--- src/rtl/vedic_seq_mult_if.sv ---
// Start/done multiply handshake: operands in, busy/done/product out.
// master drives the request side; slave is the multiplier.
interface vedic_seq_mult_if #(
    parameter int N = 8
);
    logic           start;
    logic [N-1:0]   A;
    logic [N-1:0]   B;
    logic           busy;
    logic           done;
    logic [2*N-1:0] P;

    modport master (output start, A, B, input busy, done, P);
    modport slave  (input start, A, B, output busy, done, P);
endinterface

--- src/rtl/vedic_seq_mult.sv ---
// Sequential NxN Urdhva-Tiryagbhyam multiplier: one product column per clock.
// Latency 2N-1 edges from accepted start to done; start is ignored while busy.
module vedic_seq_mult #(
    parameter int N = 8
) (
    input  logic             clk,
    input  logic             rst,
    vedic_seq_mult_if.slave  bus
);
    localparam int CLW = $clog2(2*N);
    localparam int CW  = CLW + 1;
    localparam logic [CLW-1:0] LAST_COL = CLW'(2*N-2);

    typedef enum logic [1:0] {IDLE, CALC, DONE} state_t;

    state_t         r_state;
    state_t         w_state_nxt;
    logic [N-1:0]   r_a;
    logic [N-1:0]   r_b;
    logic [CLW-1:0] r_col;
    logic [CW-2:0]  r_carry;
    logic [2*N-3:0] r_acc;
    logic [2*N-1:0] r_p;
    logic           r_busy;
    logic           r_done;

    logic [N-1:0]   w_pp;
    logic [CW-1:0]  w_colsum;
    logic [CW-2:0]  w_carry_nxt;
    logic           w_last;
    logic           w_accept;

    // Row i of the partial-product array is b shifted by i; bit col of that row
    // pairs a[i] with b[col-i], and is zero outside the valid crosswise range.
    for (genvar gi = 0; gi < N; gi++) begin : g_pp
        logic [2*N-1:0] w_row;
        assign w_row     = {{N{1'b0}}, r_b} << gi;
        assign w_pp[gi]  = r_a[gi] & w_row[r_col];
    end

    assign w_colsum    = CW'(r_carry) + CW'($countones(w_pp));
    assign w_carry_nxt = w_colsum[CW-1:1];
    assign w_last      = (r_col == LAST_COL);

    always_comb begin
        w_state_nxt = r_state;
        w_accept    = 1'b0;
        case (r_state)
            IDLE: begin
                if (bus.start) begin
                    w_accept    = 1'b1;
                    w_state_nxt = CALC;
                end
            end
            CALC: begin
                if (w_last) begin
                    w_state_nxt = DONE;
                end
            end
            DONE: begin
                if (bus.start) begin
                    w_accept    = 1'b1;
                    w_state_nxt = CALC;
                end else begin
                    w_state_nxt = IDLE;
                end
            end
            default: w_state_nxt = IDLE;
        endcase
    end

    always_ff @(posedge clk or posedge rst) begin
        if (rst) begin
            r_state <= IDLE;
            r_a     <= '0;
            r_b     <= '0;
            r_col   <= '0;
            r_carry <= '0;
            r_acc   <= '0;
            r_p     <= '0;
            r_busy  <= 1'b0;
            r_done  <= 1'b0;
        end else begin
            r_state <= w_state_nxt;
            r_busy  <= (w_state_nxt == CALC);
            r_done  <= (w_state_nxt == DONE);
            if (w_accept) begin
                r_a     <= bus.A;
                r_b     <= bus.B;
                r_col   <= '0;
                r_carry <= '0;
                r_acc   <= '0;
            end else if (r_state == CALC) begin
                r_col   <= r_col + CLW'(1);
                r_carry <= w_carry_nxt;
                // Shifting in from the top leaves column k at bit k after 2N-2 columns.
                r_acc   <= {w_colsum[0], r_acc[2*N-3:1]};
                if (w_last) begin
                    r_p <= {w_carry_nxt[0], w_colsum[0], r_acc};
                end
            end
        end
    end

    assign bus.busy = r_busy;
    assign bus.done = r_done;
    assign bus.P    = r_p;

    // The product fits in 2N bits, so the last column can carry at most one.
    a_final_carry: assert property (@(posedge clk) disable iff (rst)
        (r_state == CALC && w_last) |-> (w_colsum[CW-1:2] == '0));
endmodule

--- src/flat_wrapper.sv ---
// flat-port wrapper written by rule: the top's interface ports become plain ports
module vedic_seq_mult_flat 
#(
    parameter int N = 8
)
  (clk, rst, bus_start, bus_A, bus_B, bus_busy, bus_done, bus_P);
  vedic_seq_mult_if #(.N(N)) bus_i ();
  input  logic clk;
  input  logic rst;
  input wire logic [$bits(bus_i.start)-1:0] bus_start;
  input wire logic [$bits(bus_i.A)-1:0] bus_A;
  input wire logic [$bits(bus_i.B)-1:0] bus_B;
  output wire logic [$bits(bus_i.busy)-1:0] bus_busy;
  output wire logic [$bits(bus_i.done)-1:0] bus_done;
  output wire logic [$bits(bus_i.P)-1:0] bus_P;
  assign bus_i.start = bus_start;
  assign bus_i.A = bus_A;
  assign bus_i.B = bus_B;
  assign bus_busy = bus_i.busy;
  assign bus_done = bus_i.done;
  assign bus_P = bus_i.P;
  vedic_seq_mult #(.N(N)) u_core (.clk(clk), .rst(rst), .bus(bus_i));
endmodule
--- config.mk ---
export PLATFORM = sky130hd
export DESIGN_NAME = vedic_seq_mult_flat
export DESIGN_NICKNAME = d
export VERILOG_FILES = /design/src/rtl/vedic_seq_mult_if.sv /design/src/rtl/vedic_seq_mult.sv /design/src/flat_wrapper.sv
export SDC_FILE = /design/constraint.sdc
export NUM_CORES = 1
export LEC_CHECK = 0
export ABC_AREA = 1
export CORE_AREA = 10 10 97 99
export DETAILED_ROUTE_END_ITERATION = 8
export DIE_AREA = 0 0 107 109
export PLACE_DENSITY = 0.71
export SLEW_MARGIN = 20
export SYNTH_ARGS = -nofsm -noshare
export SYNTH_HDL_FRONTEND = slang
export SYNTH_SLANG_ARGS = --single-unit
--- constraint.sdc ---
create_clock -name clk -period 5.2 [get_ports clk]
set_clock_uncertainty 0.2 [all_clocks]
set_input_delay 1.04 -clock clk [delete_from_list [all_inputs] [get_ports clk]]
set_output_delay 1.04 -clock clk [all_outputs]
set_load 0.02 [all_outputs]
== Word level (Yosys, flattened, before mapping) ==
Index checks and enable logic that the tools add are counted.
Word-level totals
  memory bits (writable): 0
  memory bits (read-only): 0
  bits in registers: 58
  memories: 0
  bits of input ports: 19
  logic and storage cells: 65
  latch bits: 0
Operators by class
  add/sub/neg operators: 9
  equal/unequal tests: 5
  reduce and logical (&&, ||, !) cells: 4
  shift-type cells: 0
  div/mod/pow operators: 0
  bitwise logic cells: 9
  order comparisons: 1
  $mul: 0
  multiplexer cells: 28
Operators by type and width (number)
  1-bit binary-select mux with 4-bit select: 8
  14-bit two-way mux: 2
  4-bit two-way mux: 4
  5-bit adder: 3
  1-bit two-way mux: 11
  1-bit by 1-bit adder with 2-bit output: 4
  1-bit bitwise AND: 8
  2-bit case mux with 3 select lines: 1
  4-bit by 5-bit adder with 5-bit output: 1
  4-bit by 5-bit < comparator with 1-bit output (second input constant): 1
  4-bit by 1-bit adder with 4-bit output (second input constant): 1
  2-bit by 1-bit equality test with 1-bit output (second input constant): 2
  2-bit equality test (second input constant): 2
  4-bit equality test (second input constant): 1
  2-bit two-way mux: 2
  3-bit AND reduction: 1
  2-bit zero test: 1
  2-bit nonzero test: 1
  2-bit OR reduction: 1
  1-bit NOT: 1

== Longest topological paths before layout ==
  depth in word-level cells: 9
  depth in mapped cells: 22
  depth with buffers taken out: 20

== Worst setup path before layout ==
No wires, ideal clock.
  path kind: register to register
  start: register u_core.r_col[0]
  end: register u_core.r_p[15], in the netlist u_core.bus.P[15]
  cell stages (with the launch flop): 19
  setup slack: 1.391 ns
  setup time: 0.092 ns
  data required time: 4.908 ns
  arrival time: 3.517 ns
  period minus slack after synthesis: 3.809 ns
  path through: dfrtp_1 -> buf_2 -> inv_1 -> buf_4 -> nand2_1 -> nand3_1 -> nand3_1 -> nand3_1 -> nand2_1 -> inv_1 -> ha_1 -> inv_1 -> fa_1 -> fa_1 -> inv_1 -> fa_1 -> inv_1 -> fa_1 -> o31ai_2
On the way
  word-level cells in the longest chain between the ends: 7
  elaborated cells on any way between the ends: 34
  classes of those cells: 8 x add/sub; 1 x eq/ne; 16 x mux; 8 x bitwise; 1 x reduce/logical
RTL lines
  start, declared: line vedic_seq_mult.sv:20  | logic [CLW-1:0] r_col;
  start signal, assigned: line vedic_seq_mult.sv:94  | r_col <= r_col + CLW'(1);
  1-bit binary-select mux with 4-bit select: line vedic_seq_mult.sv:38  | assign w_pp[gi] = r_a[gi] & w_row[r_col];
  1-bit two-way mux (implied by the code): line vedic_seq_mult.sv:38
  1-bit bitwise AND: line vedic_seq_mult.sv:38
  1-bit by 1-bit adder with 2-bit output (implied by the code): line vedic_seq_mult.sv:41  | assign w_colsum = CW'(r_carry) + CW'($countones(w_pp));
  5-bit adder (implied by the code) (2 in a row): line vedic_seq_mult.sv:41
  4-bit by 5-bit adder with 5-bit output: line vedic_seq_mult.sv:41
  end signal, assigned: line vedic_seq_mult.sv:99  | r_p <= {w_carry_nxt[0], w_colsum[0], r_acc};
  end, declared: line vedic_seq_mult.sv:23  | logic [2*N-1:0] r_p;
Parallel ways exist; a longest one is shown, timed or not. The select of a mux whose other input is x is not followed.
A chain may end at the register's enable or synchronous reset.

== Final worst setup path ==
Ends and elaborated chain as after synthesis.

==> flow_metrics.py <==
metrics = {
    "timing": {
        "slew_headroom_pct": 68.2,
        "finalSetupViolations": 0,
        "rsz0062_at_grt": "false",
        "finalCriticalPeriod_ps": 4150,
        "hold_viol": 0,
        "fmax_ghz": 0.241,
        "fin_hold_ws_ps": 277,
        "tightest_slew_ps": 475,
        "finalCritPeriodShare_pct": 79.8,
        "finalMaxSlewViolations": 0,
        "setup_tns_ps": 0,
    },
    "global_routing": {
        "grt.total_usage_pct": 12.2,
        "grt_pass1_wl_um": 11500,
        "antenna_found_initial": 0,
        "grt_overflow": 0,
        "grt_max_degree": 40,
        "grt_pass1_vias": 2506,
    },
    "routing": {
        "wirelength_um": 6470,
        "drt_drc_violations_left": 0,
        "first_iter_violations": 101,
        "ant_nets": 0,
        "vias": 2389,
        "wl_per_cell_um": 12.9,
        "dr.pass1.iters": 4,
        "vias_per_cell": 4.76,
    },
    "worst_setup_path": {
        "critical_path.max_fanout": 11,
        "cp_slowest_cell": "fa_1",
        "required_ps": 5250,
        "worstSetupStartpointType": "flip-flop",
        "crit_start": "u_core.r_col[0]",
        "crit_chain": "inv_1, nand2_1, nand2_1, nand2_1, nand2_1, nand2_1, a21oi_1, ha_1, inv_1, fa_1, fa_1, inv_1, fa_1, inv_1, fa_1, o31ai_2",
        "crit_type": "flip-flop to flip-flop",
        "cpPeakStageDelay_ps": 520,
        "critPathMostFrequentCell": "nand2_1",
        "worstPathArrival_ps": 4200,
        "regToRegStartpoint": "u_core.r_col[0]",
        "endpoint_kind": "flip-flop",
    },
    "floorplan": {
        "design.core.area_sq_um": 7530,
        "row_count": 32,
        "die_h_um": 109,
        "die_x_um": 107,
        "initial_core_util_pct": 39.0,
        "dieArea_sq_um": 11700,
        "io_pins": 37,
    },
    "logic_synthesis": {
        "yosys_register_bits": 58,
        "syn_area_per_cell_sq_um": 8.19,
        "synth_fp_nets": 394,
        "ys_seq_area_share_pct": 49.4,
        "synth_largest_area_cell": "dfrtp_1",
        "synthTopCellsByArea": "dfrtp_1 (49%), nand2_1 (16%), inv_1 (5.7%)",
        "synthDistinctLibCells": 24,
        "yosysWarnings": 0,
        "syn_area_sq_um": 2940,
        "syn_inst": 359,
        "synth_top_cell_area_share_pct": 49.4,
    },
    "power_and_ir_drop": {
        "power_density_nw_per_um2": 630,
        "p_leak_uw": 0.00181,
        "vdd_drop_max_v": 0.000255,
        "total_power_uw": 2270,
    },
    "cts": {
        "clockBufferDepth": 2,
        "cts-resized-gates": 0,
        "cts.sinks": 58,
        "cts_root_buf": "clkbuf_8",
        "clkSlewWorstSetupHoldPaths_ps": 70,
        "htreeDepth": 3,
        "numCtsBuffers": 9,
        "clk_latency_ps": 340,
        "cts_hold_buffers": 0,
        "cts_tree": "done",
        "post_cts_buffers": 0,
    },
    "cells_and_area": {
        "final_util_pct": 47.8,
        "diodes": 0,
        "layout-drive-gt1-share_pct": 7.00,
        "finalNonFillerCells": 502,
        "fin_nets": 430,
        "syn2layout_area_growth_pct": 22.4,
    },
    "job": {
        "maxCapViolCount": 0,
    },
    "placed_design": {
        "port_buffers": 36,
        "post-dp-hpwl_um": 4710,
        "dpl.cell_count": 486,
        "gp_congestion": 0.846,
    },
    "status": {
        "outcome": "complete, no violations",
    },
    "worst_hold_path": {
        "hold_path.class": "flip-flop to flip-flop",
        "worstHoldStart": "u_core.r_acc[12]",
    },
}
[cell usage after synthesis, drive strengths merged]
cell    count
a21oi       4
a31oi       2
buf         9
clkbuf      5
dfrtp      58
fa          6
ha         10
inv        49
nand2     126
nand3      33
nor2       12
o21ai      29
o22ai      14
o31ai       1
or2         1
[metal layers]
metal / wire, um / global-route usage, % / up-vias / part of all wire [%]
met5: 0 / 0 / - / 0
met3: 308 / 3.30 / 15 / 4.8
met2: 3070 / 20.8 / 60 / 47
met1: 2930 / 13.8 / 1107 / 45
li1: - / - / 1207 / -
met4: 159 / 6.09 / 0 / 2.5
[cell type report]
cell class	count	area, sq um
repair buffers	39	383
flip-flops and latches	58	1450
well taps	102	128
inverters	49	184
fillers	793	3930
clock inverters	5	77.6
multi-input cells	238	1230
clock buffers	11	141
[report_power, final]
| group | internal, uW | leakage [uW] | switching, uW |
|---|---|---|---|
| combinational | 397 | 0.000973 | 631 |
| sequential | 645 | 0.000732 | 129 |
| clock | 281 | 0.000109 | 184 |
| total | 1320 | 0.00181 | 945 |
[cells in the final DEF (no fill, tap or decap)]
cell type,instances
a21oi_1,4
a31oi_1,2
buf_4,3
bufinv_16,2
clkbuf_1,1
clkbuf_8,10
clkdlybuf4s50_1,36
clkinv_2,2
clkinvlp_4,1
dfrtp_1,58
fa_1,6
ha_1,10
inv_1,44
inv_2,5
nand2_1,124
nand2_2,1
nand2_4,1
nand3_1,33
nor2_1,10
nor2_2,1
nor2_4,1
o21ai_0,20
o21ai_1,9
o22ai_1,14
o31ai_2,1
or2_0,1
[per-stage QoR]
| step | setup slack, ps | instance area, sq um |
|---|---|---|
| floorplan | 1390 | 2940 |
| global placement | 1110 | 3380 |
| detailed placement | 1040 | 3380 |
| CTS | 1020 | 3600 |
| global route | 747 | 3600 |
| finish | 1050 | 3600 |
[worst max-delay path, delay by kind of cell (launching register included)]
family | cells | cell delay, ps
flops | 1 | 500
fa+ha+maj | 5 | 2030
compound gates | 2 | 390
simple gates | 5 | 440
buf+inv | 4 | 510
[state kept, by name, summed over array words and instances, names as in the netlist]
name / cells
u_core.bus.done: 1
u_core.bus.busy: 1
u_core.bus.P: 16
u_core.r_acc: 14
u_core.r_a: 8
u_core.r_state: 2
u_core.r_b: 8
u_core.r_col: 4
u_core.r_carry: 4
[cells by family after synthesis]
logic type	share of synthesized area [%]
buffers and inverters	8.68
AOI/OAI and AO/OA	9.45
adders and majority gates	8.34
and+or+nand+nor	24.1
DFF	49.4
[path summary, 6_finish.rpt]
kind / to / slack [ps] / depth (start not counted)
worst min register to register: u_core.bus.P[12] / 280 / 2
worst max register to register: u_core.bus.P[15] / 1050 / 16
max in group asynchronous: u_core.bus.P[11] / 3140 / 3
worst max-delay path: u_core.bus.P[15] / 1050 / 16
worst min-delay path: u_core.bus.P[12] / 280 / 2
min in group asynchronous: u_core.r_col[1] / 820 / 2
Power figures use the tool's default switching activity.
